File: src/rtl/mem_stage_pkg.sv
// Shared pipeline definitions for the MEM stage: control-bit positions,
// the data-memory FSM state type and the default wait budget.
package mem_stage_pkg;

  localparam int M_JUMP     = 3;
  localparam int M_BRANCH   = 2;
  localparam int M_MEMREAD  = 1;
  localparam int M_MEMWRITE = 0;

  localparam int TIMEOUT_DEFAULT = 15;

  typedef enum logic [1:0] {
    ST_IDLE = 2'd0,
    ST_WAIT = 2'd1,
    ST_ERR  = 2'd2
  } mem_state_e;

endpackage

File: src/rtl/mem_stage_if.sv
// Data-memory bus between the MEM stage (master) and the memory (slave).
// Handshake: dmem_req is valid and dmem_ack is ready. A transfer happens in
// any cycle where both are high. The master keeps req, we, addr and wdata
// stable until that cycle, and ack may arrive in the same cycle as req.
interface mem_stage_if;
  logic        dmem_req;
  logic        dmem_we;
  logic [31:0] dmem_addr;
  logic [31:0] dmem_wdata;
  logic [31:0] dmem_rdata;
  logic        dmem_ack;

  modport master (
    output dmem_req, dmem_we, dmem_addr, dmem_wdata,
    input  dmem_rdata, dmem_ack
  );

  modport slave (
    input  dmem_req, dmem_we, dmem_addr, dmem_wdata,
    output dmem_rdata, dmem_ack
  );
endinterface

File: src/rtl/mem_stage_mem_wb.sv
// MEM/WB pipeline register. A bubble clears the writeback controls and
// holds the other fields; a plain load captures the retiring instruction.
module mem_wb_reg (
  input  logic        clk,
  input  logic        rst,
  input  logic        load_i,
  input  logic        bubble_i,
  input  logic        mem_read_i,
  input  logic [1:0]  wb_i,
  input  logic [31:0] alu_i,
  input  logic [31:0] rdata_i,
  input  logic [4:0]  wn_i,
  output logic [1:0]  wb_o,
  output logic [31:0] rd_o,
  output logic [31:0] alu_o,
  output logic [4:0]  wn_o
);

  logic [1:0]  wb_q;
  logic [31:0] rd_q;
  logic [31:0] alu_q;
  logic [4:0]  wn_q;

  always_ff @(posedge clk) begin
    if (rst) begin
      wb_q  <= '0;
      rd_q  <= '0;
      alu_q <= '0;
      wn_q  <= '0;
    end else if (bubble_i) begin
      wb_q <= '0;
    end else if (load_i) begin
      wb_q  <= wb_i;
      alu_q <= alu_i;
      wn_q  <= wn_i;
      // Read data only moves on loads so stores and ALU ops leave it intact.
      if (mem_read_i) begin
        rd_q <= rdata_i;
      end
    end
  end

  assign wb_o  = wb_q;
  assign rd_o  = rd_q;
  assign alu_o = alu_q;
  assign wn_o  = wn_q;

endmodule

File: src/rtl/mem_stage.sv
// Pipeline MEM stage: drives the data-memory bus, stalls on a missing
// acknowledge, raises a sticky bus error after TIMEOUT wait cycles, and
// computes the branch/jump redirect.
module mem_stage
  import mem_stage_pkg::*;
#(
  parameter int TIMEOUT = TIMEOUT_DEFAULT
) (
  input  logic        clk,
  input  logic        rst,
  input  logic [1:0]  WB_Reg,
  input  logic [3:0]  M_Reg,
  input  logic [31:0] ALU_Reg,
  input  logic [31:0] WD,
  input  logic [31:0] branch_PC_Reg,
  input  logic [31:0] J_Reg,
  input  logic [4:0]  WN_mem,
  mem_stage_if.master dmem,
  output logic        stall,
  output logic        PCSrc,
  output logic [31:0] redirect_pc,
  output logic [1:0]  WB_wb,
  output logic [31:0] RD_wb,
  output logic [31:0] ALU_wb,
  output logic [4:0]  WN_wb,
  output logic        misalign,
  output logic        bus_err,
  output mem_state_e  dbg_state_o
);

  localparam int CW = $clog2(TIMEOUT + 1);

  mem_state_e    state_q, state_d;
  logic [CW-1:0] cnt_q, cnt_d;
  logic          misalign_q;
  logic          bus_err_q;
  logic          to_err;

  logic jump, branch, mem_read, mem_write, mem_op, misaligned, req, kill;

  assign jump       = M_Reg[M_JUMP];
  assign branch     = M_Reg[M_BRANCH];
  assign mem_read   = M_Reg[M_MEMREAD];
  assign mem_write  = M_Reg[M_MEMWRITE];
  assign mem_op     = mem_read | mem_write;
  assign misaligned = mem_op & (ALU_Reg[1:0] != 2'b00);

  assign req              = mem_op & ~misaligned & ~bus_err_q;
  assign dmem.dmem_req    = req;
  assign dmem.dmem_we     = mem_write;
  assign dmem.dmem_addr   = ALU_Reg;
  assign dmem.dmem_wdata  = WD;

  assign stall = req & ~dmem.dmem_ack;
  // Ops that never reach the bus still leave the stage, but as bubbles.
  assign kill  = misaligned | (mem_op & bus_err_q);

  assign PCSrc       = jump | (branch & (ALU_Reg == 32'd0));
  assign redirect_pc = jump ? J_Reg : branch_PC_Reg;

  always_comb begin
    state_d = state_q;
    cnt_d   = cnt_q;
    to_err  = 1'b0;
    unique case (state_q)
      ST_IDLE: begin
        if (stall) begin
          state_d = ST_WAIT;
          cnt_d   = '0;
        end
      end
      ST_WAIT: begin
        if (dmem.dmem_ack) begin
          state_d = ST_IDLE;
        end else if (cnt_q == CW'(TIMEOUT - 1)) begin
          state_d = ST_ERR;
          to_err  = 1'b1;
        end else begin
          cnt_d = cnt_q + CW'(1);
        end
      end
      ST_ERR:  state_d = ST_ERR;
      default: state_d = ST_IDLE;
    endcase
  end

  always_ff @(posedge clk) begin
    if (rst) begin
      state_q    <= ST_IDLE;
      cnt_q      <= '0;
      misalign_q <= 1'b0;
      bus_err_q  <= 1'b0;
    end else begin
      state_q    <= state_d;
      cnt_q      <= cnt_d;
      misalign_q <= misaligned;
      bus_err_q  <= bus_err_q | to_err;
    end
  end

  assign misalign    = misalign_q;
  assign bus_err     = bus_err_q;
  assign dbg_state_o = state_q;

  mem_wb_reg u_mem_wb (
    .clk        (clk),
    .rst        (rst),
    .load_i     (~stall),
    .bubble_i   (stall | kill),
    .mem_read_i (mem_read),
    .wb_i       (WB_Reg),
    .alu_i      (ALU_Reg),
    .rdata_i    (dmem.dmem_rdata),
    .wn_i       (WN_mem),
    .wb_o       (WB_wb),
    .rd_o       (RD_wb),
    .alu_o      (ALU_wb),
    .wn_o       (WN_wb)
  );

endmodule

File: src/flat_wrapper.sv
// flat-port wrapper written by rule: the top's interface ports become plain ports
module mem_stage_flat import mem_stage_pkg::*;
#(
  parameter int TIMEOUT = TIMEOUT_DEFAULT
)
  (clk, rst, WB_Reg, M_Reg, ALU_Reg, WD, branch_PC_Reg, J_Reg, WN_mem, stall, PCSrc, redirect_pc, WB_wb, RD_wb, ALU_wb, WN_wb, misalign, bus_err, dbg_state_o, dmem_dmem_req, dmem_dmem_we, dmem_dmem_addr, dmem_dmem_wdata, dmem_dmem_rdata, dmem_dmem_ack);
  mem_stage_if dmem_i ();
  input  logic clk;
  input  logic rst;
  input  logic [1:0] WB_Reg;
  input  logic [3:0] M_Reg;
  input  logic [31:0] ALU_Reg;
  input  logic [31:0] WD;
  input  logic [31:0] branch_PC_Reg;
  input  logic [31:0] J_Reg;
  input  logic [4:0] WN_mem;
  output logic stall;
  output logic PCSrc;
  output logic [31:0] redirect_pc;
  output logic [1:0] WB_wb;
  output logic [31:0] RD_wb;
  output logic [31:0] ALU_wb;
  output logic [4:0] WN_wb;
  output logic misalign;
  output logic bus_err;
  output mem_state_e dbg_state_o;
  output wire logic [$bits(dmem_i.dmem_req)-1:0] dmem_dmem_req;
  output wire logic [$bits(dmem_i.dmem_we)-1:0] dmem_dmem_we;
  output wire logic [$bits(dmem_i.dmem_addr)-1:0] dmem_dmem_addr;
  output wire logic [$bits(dmem_i.dmem_wdata)-1:0] dmem_dmem_wdata;
  input wire logic [$bits(dmem_i.dmem_rdata)-1:0] dmem_dmem_rdata;
  input wire logic [$bits(dmem_i.dmem_ack)-1:0] dmem_dmem_ack;
  assign dmem_dmem_req = dmem_i.dmem_req;
  assign dmem_dmem_we = dmem_i.dmem_we;
  assign dmem_dmem_addr = dmem_i.dmem_addr;
  assign dmem_dmem_wdata = dmem_i.dmem_wdata;
  assign dmem_i.dmem_rdata = dmem_dmem_rdata;
  assign dmem_i.dmem_ack = dmem_dmem_ack;
  mem_stage #(.TIMEOUT(TIMEOUT)) u_core (.clk(clk), .rst(rst), .WB_Reg(WB_Reg), .M_Reg(M_Reg), .ALU_Reg(ALU_Reg), .WD(WD), .branch_PC_Reg(branch_PC_Reg), .J_Reg(J_Reg), .WN_mem(WN_mem), .dmem(dmem_i), .stall(stall), .PCSrc(PCSrc), .redirect_pc(redirect_pc), .WB_wb(WB_wb), .RD_wb(RD_wb), .ALU_wb(ALU_wb), .WN_wb(WN_wb), .misalign(misalign), .bus_err(bus_err), .dbg_state_o(dbg_state_o));
endmodule
File: config.mk
export PLATFORM = sky130hd
export DESIGN_NAME = mem_stage_flat
export DESIGN_NICKNAME = d
export VERILOG_FILES = /design/src/rtl/mem_stage_pkg.sv /design/src/rtl/mem_stage_if.sv /design/src/rtl/mem_stage_mem_wb.sv /design/src/rtl/mem_stage.sv /design/src/flat_wrapper.sv
export SDC_FILE = /design/constraint.sdc
export NUM_CORES = 1
export LEC_CHECK = 0
export BUFFER_PORTS_ARGS = -buffer_cell sky130_fd_sc_hd__buf_2
export CORE_AREA = 8 8 130 132
export DETAILED_ROUTE_END_ITERATION = 12
export DIE_AREA = 0 0 138 140
export GPL_TIMING_DRIVEN = 1
export SETUP_SLACK_MARGIN = 0.15
export SYNTH_ARGS = -nofsm -noshare
export SYNTH_HDL_FRONTEND = slang
export SYNTH_SLANG_ARGS = --single-unit
export TNS_END_PERCENT = 20
File: constraint.sdc
create_clock -name clk -period 2.3 [get_ports clk]
set_input_delay 0 -clock clk [delete_from_list [all_inputs] [get_ports clk]]
set_output_delay 0 -clock clk [all_outputs]
set_load 0.01 [all_outputs]
==> results.txt <==
Syn Nets: 639
Hold WC Path Type: in -> out
Leading cell type in the layout, fill and taps excluded: buf_2
Reg2reg path depth: 6
Worst slew pin tran: 0.7059 ns
Residual DRC: 0
Total CTS buffers: 9
Synthesis-to-layout area growth: 56.89%
N_diodes: 0
FP Rows: 45
Clock skew: 0.005662 ns
CP Max Fanout: 6
WS Path Type: reg -> reg
Critical Path AT: 2.15 ns
Overflow left after global routing: 0
Sink Count: 79
Number of synthesized flops with an enable pin: 0
Power per standard cell area: 603.6 nW/um^2
Slew Viols, Final: 0
Setup TNS Final: 0 ns
Initial core utilization: 25.24%
Core area: 14860 um^2
Hold path depth: 0
Fin area: 5887 um^2
Die Wd: 138 um
Worst vdd ir: 0.3022 mV
Initial antenna violation count: 0
Maximum buffer depth of the clock tree: 2
LEAKAGE: 2.794 nW
Post-DP HPWL: 12640 um
Fillers: 1517
Vias per cell: 4.411
Largest net degree at the start of global routing: 36
Vias in the first global route: 4201
Crit share post-route: 82.37%
Yosys Warn Count: 0
Die height: 140 um
I/O pin count: 349
Synthesized area per cell: 8.104 um^2
Initial DRC Count: 137
Post-Synthesis Cells: 463
DR WL/cell: 17.65 um
First-pass GRT wire length: 24720 um
Commonest cells after routing, fill and taps aside: buf_2 (284), nand2_1 (136), dfxtp_1 (79)
Min Tclk post-route: 1.894 ns
Setup repair bufs after CTS: 0
Crit path required time: 2.56 ns
Die Area: 19320 um^2
CP startpoint kind: flip-flop
Final wirelength: 16500 um
GR Util All Layers: 16.10%
Placed inst area: 4886 um^2
RD Place Congestion: 0.7862
H-tree lvl count: 3
CP Capture Type: flip-flop
CTS root buf: clkbuf_16
Yosys reg bits: 79
Final nets: 919
Fmax: 527.9 MHz
Clock Latency Late Sink: 0.33 ns
Post-route ant nets: 0
Share of post-route cells with drive strength above 1: 45.65%
RSZ-0062 raised after global routing: no
Count of cell types in the netlist: 34
Endpoints failing hold: 0
Sequential share of the synthesized area: 42.15%
Final setup vio count: 0
FFs w/ async S/R, synth: 0%
Vias: 4124
Clock transition at path regs: 0.06 ns
Drt first pass iters: 4
Worst relative slew slack: 52.94%
CTS tree: built
PortBufs: 284
Run status: finished clean
Top FF cell, synth: dfxtp_1
Post-Syn Area: 3752 um^2
Max Cap Viol: 0
layout make-up:
| cell class | instances | area [um^2] | area share (%) |
|---|---|---|---|
| clock buffer | 12 | 246.5 | 4.187 |
| tap | 188 | 235.2 | 3.996 |
| sequential | 79 | 1582 | 26.87 |
| timing repair buffer | 362 | 2210 | 37.53 |
| clock inverter | 3 | 43.79 | 0.7439 |
| inverter | 1 | 3.754 | 0.06376 |
| multi-input combinational | 290 | 1567 | 26.61 |
routing by layer:
layer	vias to the layer above	share of wire, %	global-route usage (%)
li1	2034	-	-
met5	-	0	0
met2	207	51	28.88
met1	1865	37	16.20
met4	0	1.4	4.577
met3	18	9.8	7.843
kinds of logic (layout without fill, tap and decap cells):
logic type | after synthesis | after routing | synth area share [%]
simple gates | 172 | 172 | 19.24
buf+inv | 94 | 378 | 16.41
compound gates | 84 | 84 | 11.94
flops | 79 | 79 | 42.15
mux | 32 | 32 | 9.603
fa+ha+maj | 2 | 2 | 0.6668
synthesized netlist by cell type (2+ instances only):
cell type	number	area, um^2
nand3_1	2	10.01
a21oi_1	74	370.4
dfxtp_1	79	1582
nor3_1	5	25.02
nor2_1	10	37.54
buf_2	8	40.04
nor4_1	6	37.54
a311oi_1	2	17.52
nand2_1	136	510.5
mux2_2	32	360.4
o21ai_0	2	10.01
clkbuf_1	17	63.81
nor3b_1	2	15.01
ha_1	2	25.02
a22oi_1	2	15.01
buf_4	66	495.5
power breakdown:
part	total (mW)	switching, mW	internal (mW)
clock	1.41	0.549	0.865
combinational	0.692	0.349	0.343
sequential	1.45	0.0249	1.42
metrics by stage:
step / utilization [%] / std cells / hold slack (ns) / power, mW / worst slack, ns
6_report: 39.60 / 935 / 0.000003927 / 3.553 / 0.4056
5_1_grt: 39.60 / 935 / 0.00001305 / 3.724 / 0.2712
2_1_floorplan: - / 463 / 0.06469 / 1.829 / 0.5485
4_1_cts: 39.60 / 935 / 0.00006862 / 3.611 / 0.4010
3_3_place_gp: 32.87 / 849 / 0.00006862 / 2.074 / 0.4679
3_5_place_dp: 32.87 / 849 / 0.00006862 / 2.076 / 0.4214
registers in the layout, summed over array words and instances (netlist names):
name                   flops
u_core.dbg_state_o         2
u_core.cnt_q               4
u_core.u_mem_wb.wn_o       5
u_core.u_mem_wb.alu_o     32
u_core.u_mem_wb.rd_o      32
u_core.misalign            1
u_core.bus_err             1
u_core.u_mem_wb.wb_o       2
worst max-delay path: stages (launching register included):
cell and delay, ns:
dfxtp_1 0.40, inv_1 0.07, ha_1 0.19, and3_4 0.19, a211o_1 0.34, or4b_1 0.48, a21oi_1 0.16
path summary, 6_finish.rpt:
| kind | start | to | slack (ns) |
|---|---|---|---|
| worst max register to register | u_core.cnt_q[0] | u_core.cnt_q[1] | 0.41 |
| worst min register to register | u_core.u_mem_wb.alu_o[7] | u_core.u_mem_wb.alu_o[7] | 0.45 |
| worst min-delay path | WD[21] | dmem_dmem_wdata[21] | 0.000004 |
| worst max-delay path | u_core.cnt_q[0] | u_core.cnt_q[1] | 0.41 |
timing repair:
item	4_1_cts	5_1_grt
hold buffers	71	0
endpoints found under the hold margin	71	0
resized for setup	0	0
No activity file was read; power rests on OpenSTA's default activity.
